--- src/rtl/large_matrix_mult_pkg.sv ---
// Shared constants and types for the streaming square matrix multiplier.
package large_matrix_mult_pkg;

   localparam int MM_WIDTH        = 8;
   localparam int MM_NUM_ELEMENTS = 4;
   localparam int MM_MATRIX_WIDTH = 4;

   localparam int CNT_W = $clog2(MM_MATRIX_WIDTH * MM_MATRIX_WIDTH);
   localparam int ROW_W = $clog2(MM_MATRIX_WIDTH);

   typedef enum logic [1:0] {
      LOAD_A,
      LOAD_B,
      COMPUTE,
      DRAIN
   } mm_state_t;

endpackage

--- src/rtl/large_matrix_mult_dot.sv ---
// Combinational N-way dot product of a row of A and a column of B.
module mm_dot
   import large_matrix_mult_pkg::*;
#(
   parameter int WIDTH = MM_WIDTH,
   parameter int N     = MM_MATRIX_WIDTH
) (
   input  logic [N*WIDTH-1:0] row_i,
   input  logic [N*WIDTH-1:0] col_i,
   output logic [WIDTH-1:0]   dot_o
);

   localparam int SUM_W = 2 * WIDTH + $clog2(N);

   logic [SUM_W-1:0] acc;
   logic             unused_hi;

   // Sum is kept at full precision; only the low WIDTH bits leave the block.
   always_comb begin
      acc = '0;
      for (int k = 0; k < N; k++) begin
         acc = acc + (SUM_W'(row_i[k*WIDTH +: WIDTH]) *
                      SUM_W'(col_i[k*WIDTH +: WIDTH]));
      end
   end

   assign dot_o     = acc[WIDTH-1:0];
   assign unused_hi = ^acc[SUM_W-1:WIDTH];

endmodule

--- src/rtl/large_matrix_mult.sv ---
// Streaming C = A x B: load A and B by rows, compute one element per cycle,
// then drain C by rows.
module large_matrix_mult
   import large_matrix_mult_pkg::*;
#(
   parameter int WIDTH        = MM_WIDTH,
   parameter int NUM_ELEMENTS = MM_NUM_ELEMENTS,
   parameter int MATRIX_WIDTH = MM_MATRIX_WIDTH
) (
   input  logic                          clk,
   input  logic                          reset,
   output logic [NUM_ELEMENTS*WIDTH-1:0] Res,
   input  logic [NUM_ELEMENTS*WIDTH-1:0] wdata,
   input  logic                          write_en,
   input  logic                          read_en,
   output logic                          write_ready,
   output logic                          read_ready
);

   localparam int N     = MATRIX_WIDTH;
   localparam int RW    = N * WIDTH;
   localparam int C_W   = $clog2(N * N);
   localparam int R_W   = $clog2(N);

   localparam logic [C_W-1:0] LAST_ROW = C_W'(N - 1);
   localparam logic [C_W-1:0] LAST_IDX = C_W'(N * N - 1);

   mm_state_t      state_q, state_d;
   logic [C_W-1:0] cnt_q, cnt_d;
   logic [RW-1:0]  a_q [N];
   logic [RW-1:0]  a_d [N];
   logic [RW-1:0]  b_q [N];
   logic [RW-1:0]  b_d [N];
   logic [RW-1:0]  c_q [N];
   logic [RW-1:0]  c_d [N];

   logic [R_W-1:0]   row_sel;
   logic [R_W-1:0]   ci;
   logic [R_W-1:0]   cj;
   logic [RW-1:0]    b_col;
   logic [WIDTH-1:0] dot;

   // Index is row-major with N a power of two: high half row, low half column.
   assign row_sel = cnt_q[R_W-1:0];
   assign ci      = cnt_q[C_W-1 -: R_W];
   assign cj      = cnt_q[R_W-1:0];

   always_comb begin
      b_col = '0;
      for (int k = 0; k < N; k++) begin
         b_col[k*WIDTH +: WIDTH] = b_q[k][cj*WIDTH +: WIDTH];
      end
   end

   mm_dot #(
      .WIDTH (WIDTH),
      .N     (N)
   ) u_dot (
      .row_i (a_q[ci]),
      .col_i (b_col),
      .dot_o (dot)
   );

   always_comb begin
      state_d     = state_q;
      cnt_d       = cnt_q;
      a_d         = a_q;
      b_d         = b_q;
      c_d         = c_q;
      write_ready = 1'b0;
      read_ready  = 1'b0;
      Res         = '0;
      unique case (state_q)
         LOAD_A: begin
            write_ready = 1'b1;
            if (write_en) begin
               a_d[row_sel] = wdata;
               if (cnt_q == LAST_ROW) begin
                  cnt_d   = '0;
                  state_d = LOAD_B;
               end else begin
                  cnt_d = cnt_q + 1'b1;
               end
            end
         end
         LOAD_B: begin
            write_ready = 1'b1;
            if (write_en) begin
               b_d[row_sel] = wdata;
               if (cnt_q == LAST_ROW) begin
                  cnt_d   = '0;
                  state_d = COMPUTE;
               end else begin
                  cnt_d = cnt_q + 1'b1;
               end
            end
         end
         COMPUTE: begin
            c_d[ci][cj*WIDTH +: WIDTH] = dot;
            if (cnt_q == LAST_IDX) begin
               cnt_d   = '0;
               state_d = DRAIN;
            end else begin
               cnt_d = cnt_q + 1'b1;
            end
         end
         DRAIN: begin
            read_ready = 1'b1;
            Res        = c_q[row_sel];
            if (read_en) begin
               if (cnt_q == LAST_ROW) begin
                  cnt_d   = '0;
                  state_d = LOAD_A;
               end else begin
                  cnt_d = cnt_q + 1'b1;
               end
            end
         end
         default: begin
            state_d = LOAD_A;
            cnt_d   = '0;
         end
      endcase
   end

   always_ff @(posedge clk or posedge reset) begin
      if (reset) begin
         state_q <= LOAD_A;
         cnt_q   <= '0;
         for (int r = 0; r < N; r++) begin
            a_q[r] <= '0;
            b_q[r] <= '0;
            c_q[r] <= '0;
         end
      end else begin
         state_q <= state_d;
         cnt_q   <= cnt_d;
         for (int r = 0; r < N; r++) begin
            a_q[r] <= a_d[r];
            b_q[r] <= b_d[r];
            c_q[r] <= c_d[r];
         end
      end
   end

endmodule

--- config.mk ---
export PLATFORM = sky130hd
export DESIGN_NAME = large_matrix_mult
export DESIGN_NICKNAME = d
export VERILOG_FILES = /design/src/rtl/large_matrix_mult_pkg.sv /design/src/rtl/large_matrix_mult_dot.sv /design/src/rtl/large_matrix_mult.sv
export SDC_FILE = /design/constraint.sdc
export NUM_CORES = 1
export LEC_CHECK = 0
export ABC_CLOCK_PERIOD_IN_PS = 22700
export BUFFER_PORTS_ARGS = -buffer_cell sky130_fd_sc_hd__buf_2
export CAP_MARGIN = 15
export CORE_ASPECT_RATIO = 1.5
export CORE_MARGIN = 2
export CORE_UTILIZATION = 45
export DETAILED_ROUTE_END_ITERATION = 8
export GPL_ROUTABILITY_DRIVEN = 0
export HOLD_SLACK_MARGIN = 0.02
export PLACE_DENSITY = 0.73
export SETUP_SLACK_MARGIN = 0.2
export SLEW_MARGIN = 10
export SYNTH_ARGS = -nofsm -noshare
export SYNTH_HDL_FRONTEND = slang
export SYNTH_SLANG_ARGS = --single-unit
--- constraint.sdc ---
create_clock -name clk -period 22.7 [get_ports clk]
set_clock_uncertainty 0.2 [all_clocks]
set_input_delay 1.135 -clock clk [delete_from_list [all_inputs] [get_ports clk]]
set_output_delay 1.135 -clock clk [all_outputs]
set_load 0.1 [all_outputs]
==> impl_metrics.env <==
export IMPL_cap_violations=0
export IMPL_crit_family="adder cells"
export IMPL_synthTopCellsByArea="dfrtp_1, mux2_2, mux4_2"
export IMPL_worstPathCellList="buf_4 > mux4_2 > and2_1 > fa_1 > inv_1 > fa_1 > inv_1 > fa_1 > inv_1 > fa_1 > fa_1 > inv_1 > fa_1 > fa_1 > inv_1 > fa_1 > inv_1 > ha_1 > a21o_1 > a21oi_1 > xor2_1 > xnor3_1 > xnor3_2 > o31ai_1"
export IMPL_ys_types=40
export IMPL_required_ns=22.94
export IMPL_ant_nets=0
export IMPL_final_cells=2332
export IMPL_drive_gt1_share_pct=29.99
export IMPL_rsz0062_at_grt="no"
export IMPL_track_usage_pct=20.72
export IMPL_async_reset_ff_share_pct=100.0
export IMPL_vias=13010
export IMPL_path_common_cell="fa_1"
export IMPL_grt_pass1_wl_mm=79.01
export IMPL_io_pins=70
export IMPL_worst_pin_slew_ns=1.048
export IMPL_synthTopCellsByCount="dfrtp_1, mux2_2, nand2_1, inv_1, and2_1"
export IMPL_row_count=97
export IMPL_grt_pass1_vias=13950
export IMPL_core_area_um2=46730
export IMPL_clock_sinks=390
export IMPL_first_pass_iters=5
export IMPL_dpl_hpwl_mm=34.62
export IMPL_fillers=3981
export IMPL_post_route_min_period_ns=9.283
export IMPL_start_util_pct=45.60
export IMPL_grt_max_degree=171
export IMPL_cts_path_max_buffers=3
export IMPL_holdCritPathClass="flop to flop"
export IMPL_met2_length_mm=25.38
export IMPL_multi_input_area_um2=10740
export IMPL_overflow=0
export IMPL_synth_cells=1667
export IMPL_dp_cells=2264
export IMPL_drc=0
export IMPL_fmax_ghz=0.1077
export IMPL_hold_slack_ns=0.2746
export IMPL_status="complete, no violations"
export IMPL_top_layer_used="met4"
export IMPL_die_h_um=270.5
export IMPL_htree_num_levels=2
export IMPL_setup_ws_ns=13.42
export IMPL_clock_latency_ns=0.56
export IMPL_cp_arrival_ns=9.53
export IMPL_synth_top_cell_area_share_pct=45.80
export IMPL_cts_setup_buffers=0
export IMPL_cp_max_fo=40
export IMPL_seqCellArea_um2=9769
export IMPL_slowest_stage="dfrtp_4"
export IMPL_tns_ns=0
export IMPL_worst_setup_path_start_kind="flop"
export IMPL_dr_wl_met3_mm=1.768
export IMPL_final_nets=1894
export IMPL_routed_via_density=5.578
export IMPL_yosys_warnings=0
export IMPL_synthesis_nets=1850
export IMPL_holdBufCountCts=0
export IMPL_syn_avg_cell_area_um2=12.78
export IMPL_final_hold_viol_count=0
export IMPL_synth_most_common_cell="dfrtp_1"
export IMPL_path_buf_inv=7
export IMPL_post_cts_resized=0
export IMPL_ys_flop_type="dfrtp_1"
export IMPL_ys_ff_latch=390
export IMPL_critPathCaptureType="flop"
export IMPL_drt_iter0_markers=735
export IMPL_post_drt_wl_per_cell_um=21.06
export IMPL_synth_seq_area_share_pct=45.80
export IMPL_maxSlewViolCount=0
export IMPL_die_w_um=181.7
export IMPL_antenna_found_initial=2
export IMPL_routed_wl_mm=49.10
export IMPL_cts_buffers=38
export IMPL_synth_edff_count=0
export IMPL_critPathKind="flop to flop"
export IMPL_cts_root_buf="clkbuf_16"
export IMPL_met1Wirelength_mm=19.27
export IMPL_tritoncts="yes"
export IMPL_syn_area_um2=21310
export IMPL_max_slew_margin_pct=30.13
export IMPL_period_share_pct=40.90
export IMPL_slowest_delay_ns=0.85
export IMPL_synth_top_area_cell="dfrtp_1"
export IMPL_path_clk_slew_ns=0.06
export IMPL_portBuffers=69
export IMPL_area_growth_pct=10.31
export IMPL_place_ws_ns=13.39
export IMPL_die_area_um2=49140
export IMPL_setup_viol=0
state kept, by name, summed over array words and instances, names as in the netlist:
signal / cells
a_q: 128
b_q: 128
c_q: 128
cnt_q: 4
state_q: 2
per-layer routing:
layer / track usage (%) / up-vias
met4: 10.42 / 0
met3: 2.692 / 117
met5: 0 / -
li1: - / 5821
met1: 24.88 / 6789
met2: 36.57 / 280
logic make-up after synthesis:
group                    count (synthesis)  share of synthesized area, %
flip-flops                             390                         45.80
AND/OR/NAND/NOR                        384                         8.597
multiplexers                           352                         23.71
buffers and inverters                  196                         3.958
adder cells (fa/ha/maj)                147                         11.17
AO/OA/AOI/OAI                          143                         3.840
XOR/XNOR                                55                         2.919
layout make-up:
class | count | share of cell area, %
diodes | 1 | 0.01065
clock buffers | 51 | 4.557
clock inverters | 15 | 1.081
inverters | 120 | 1.948
multi-input cells | 1081 | 45.71
flip-flops and latches | 390 | 41.57
well taps | 594 | 3.162
repair buffers | 80 | 1.959
path summary, 6_finish.rpt:
check	depth (start not counted)	slack, ns	startpoint	end
setup / recovery	24	13.42	cnt_q[0]	c_q[15]
hold / removal	2	0.27	c_q[28]	c_q[28]
setup reg to reg	24	13.42	cnt_q[0]	c_q[15]
hold reg to reg	2	0.27	c_q[28]	c_q[28]
max in group asynchronous	5	19.49	reset	b_q[42]
min in group asynchronous	2	0.49	reset	c_q[58]
metrics by stage:
| stage | utilization [%] | cell area (um2) |
|---|---|---|
| 6_report | 50.30 | 23500 |
| 5_1_grt | 50.29 | 23500 |
| 4_1_cts | 50.23 | 23470 |
| 3_5_place_dp | 47.40 | 22150 |
| 3_3_place_gp | 47.40 | 22150 |
| 2_1_floorplan | - | 21310 |
worst min-delay path: cells and delay by family, from the launching register on:
family / cells / cell delay, ns
compound gates: 1 / 0.06
flops: 1 / 0.34
simple gates: 1 / 0.04
layout by cell type, fill, tap and decap left out, types with 4 or more instances in the layout:
| cell type | n |
|---|---|
| dfrtp_1 | 386 |
| mux2_2 | 256 |
| nand2_1 | 213 |
| inv_1 | 117 |
| and2_1 | 117 |
| o21ai_0 | 102 |
| mux4_2 | 94 |
| ha_1 | 75 |
| fa_1 | 72 |
| buf_2 | 69 |
| clkbuf_16 | 39 |
| xnor2_1 | 38 |
| o21ai_1 | 17 |
| nand3_1 | 16 |
| o31ai_2 | 10 |
| buf_4 | 9 |
| xnor3_1 | 8 |
| nand3_2 | 8 |
| clkbuf_1 | 7 |
| nand2b_1 | 6 |
| xor2_1 | 6 |
| o31ai_1 | 6 |
| bufinv_16 | 6 |
| nand4_1 | 5 |
| clkbuf_8 | 5 |
| a21oi_1 | 4 |
| nor3_1 | 4 |
| clkinv_2 | 4 |
Power is left out: the tool's default activity adds up to more than one toggle a clock period on the data nets, which glitch-free logic cannot reach.
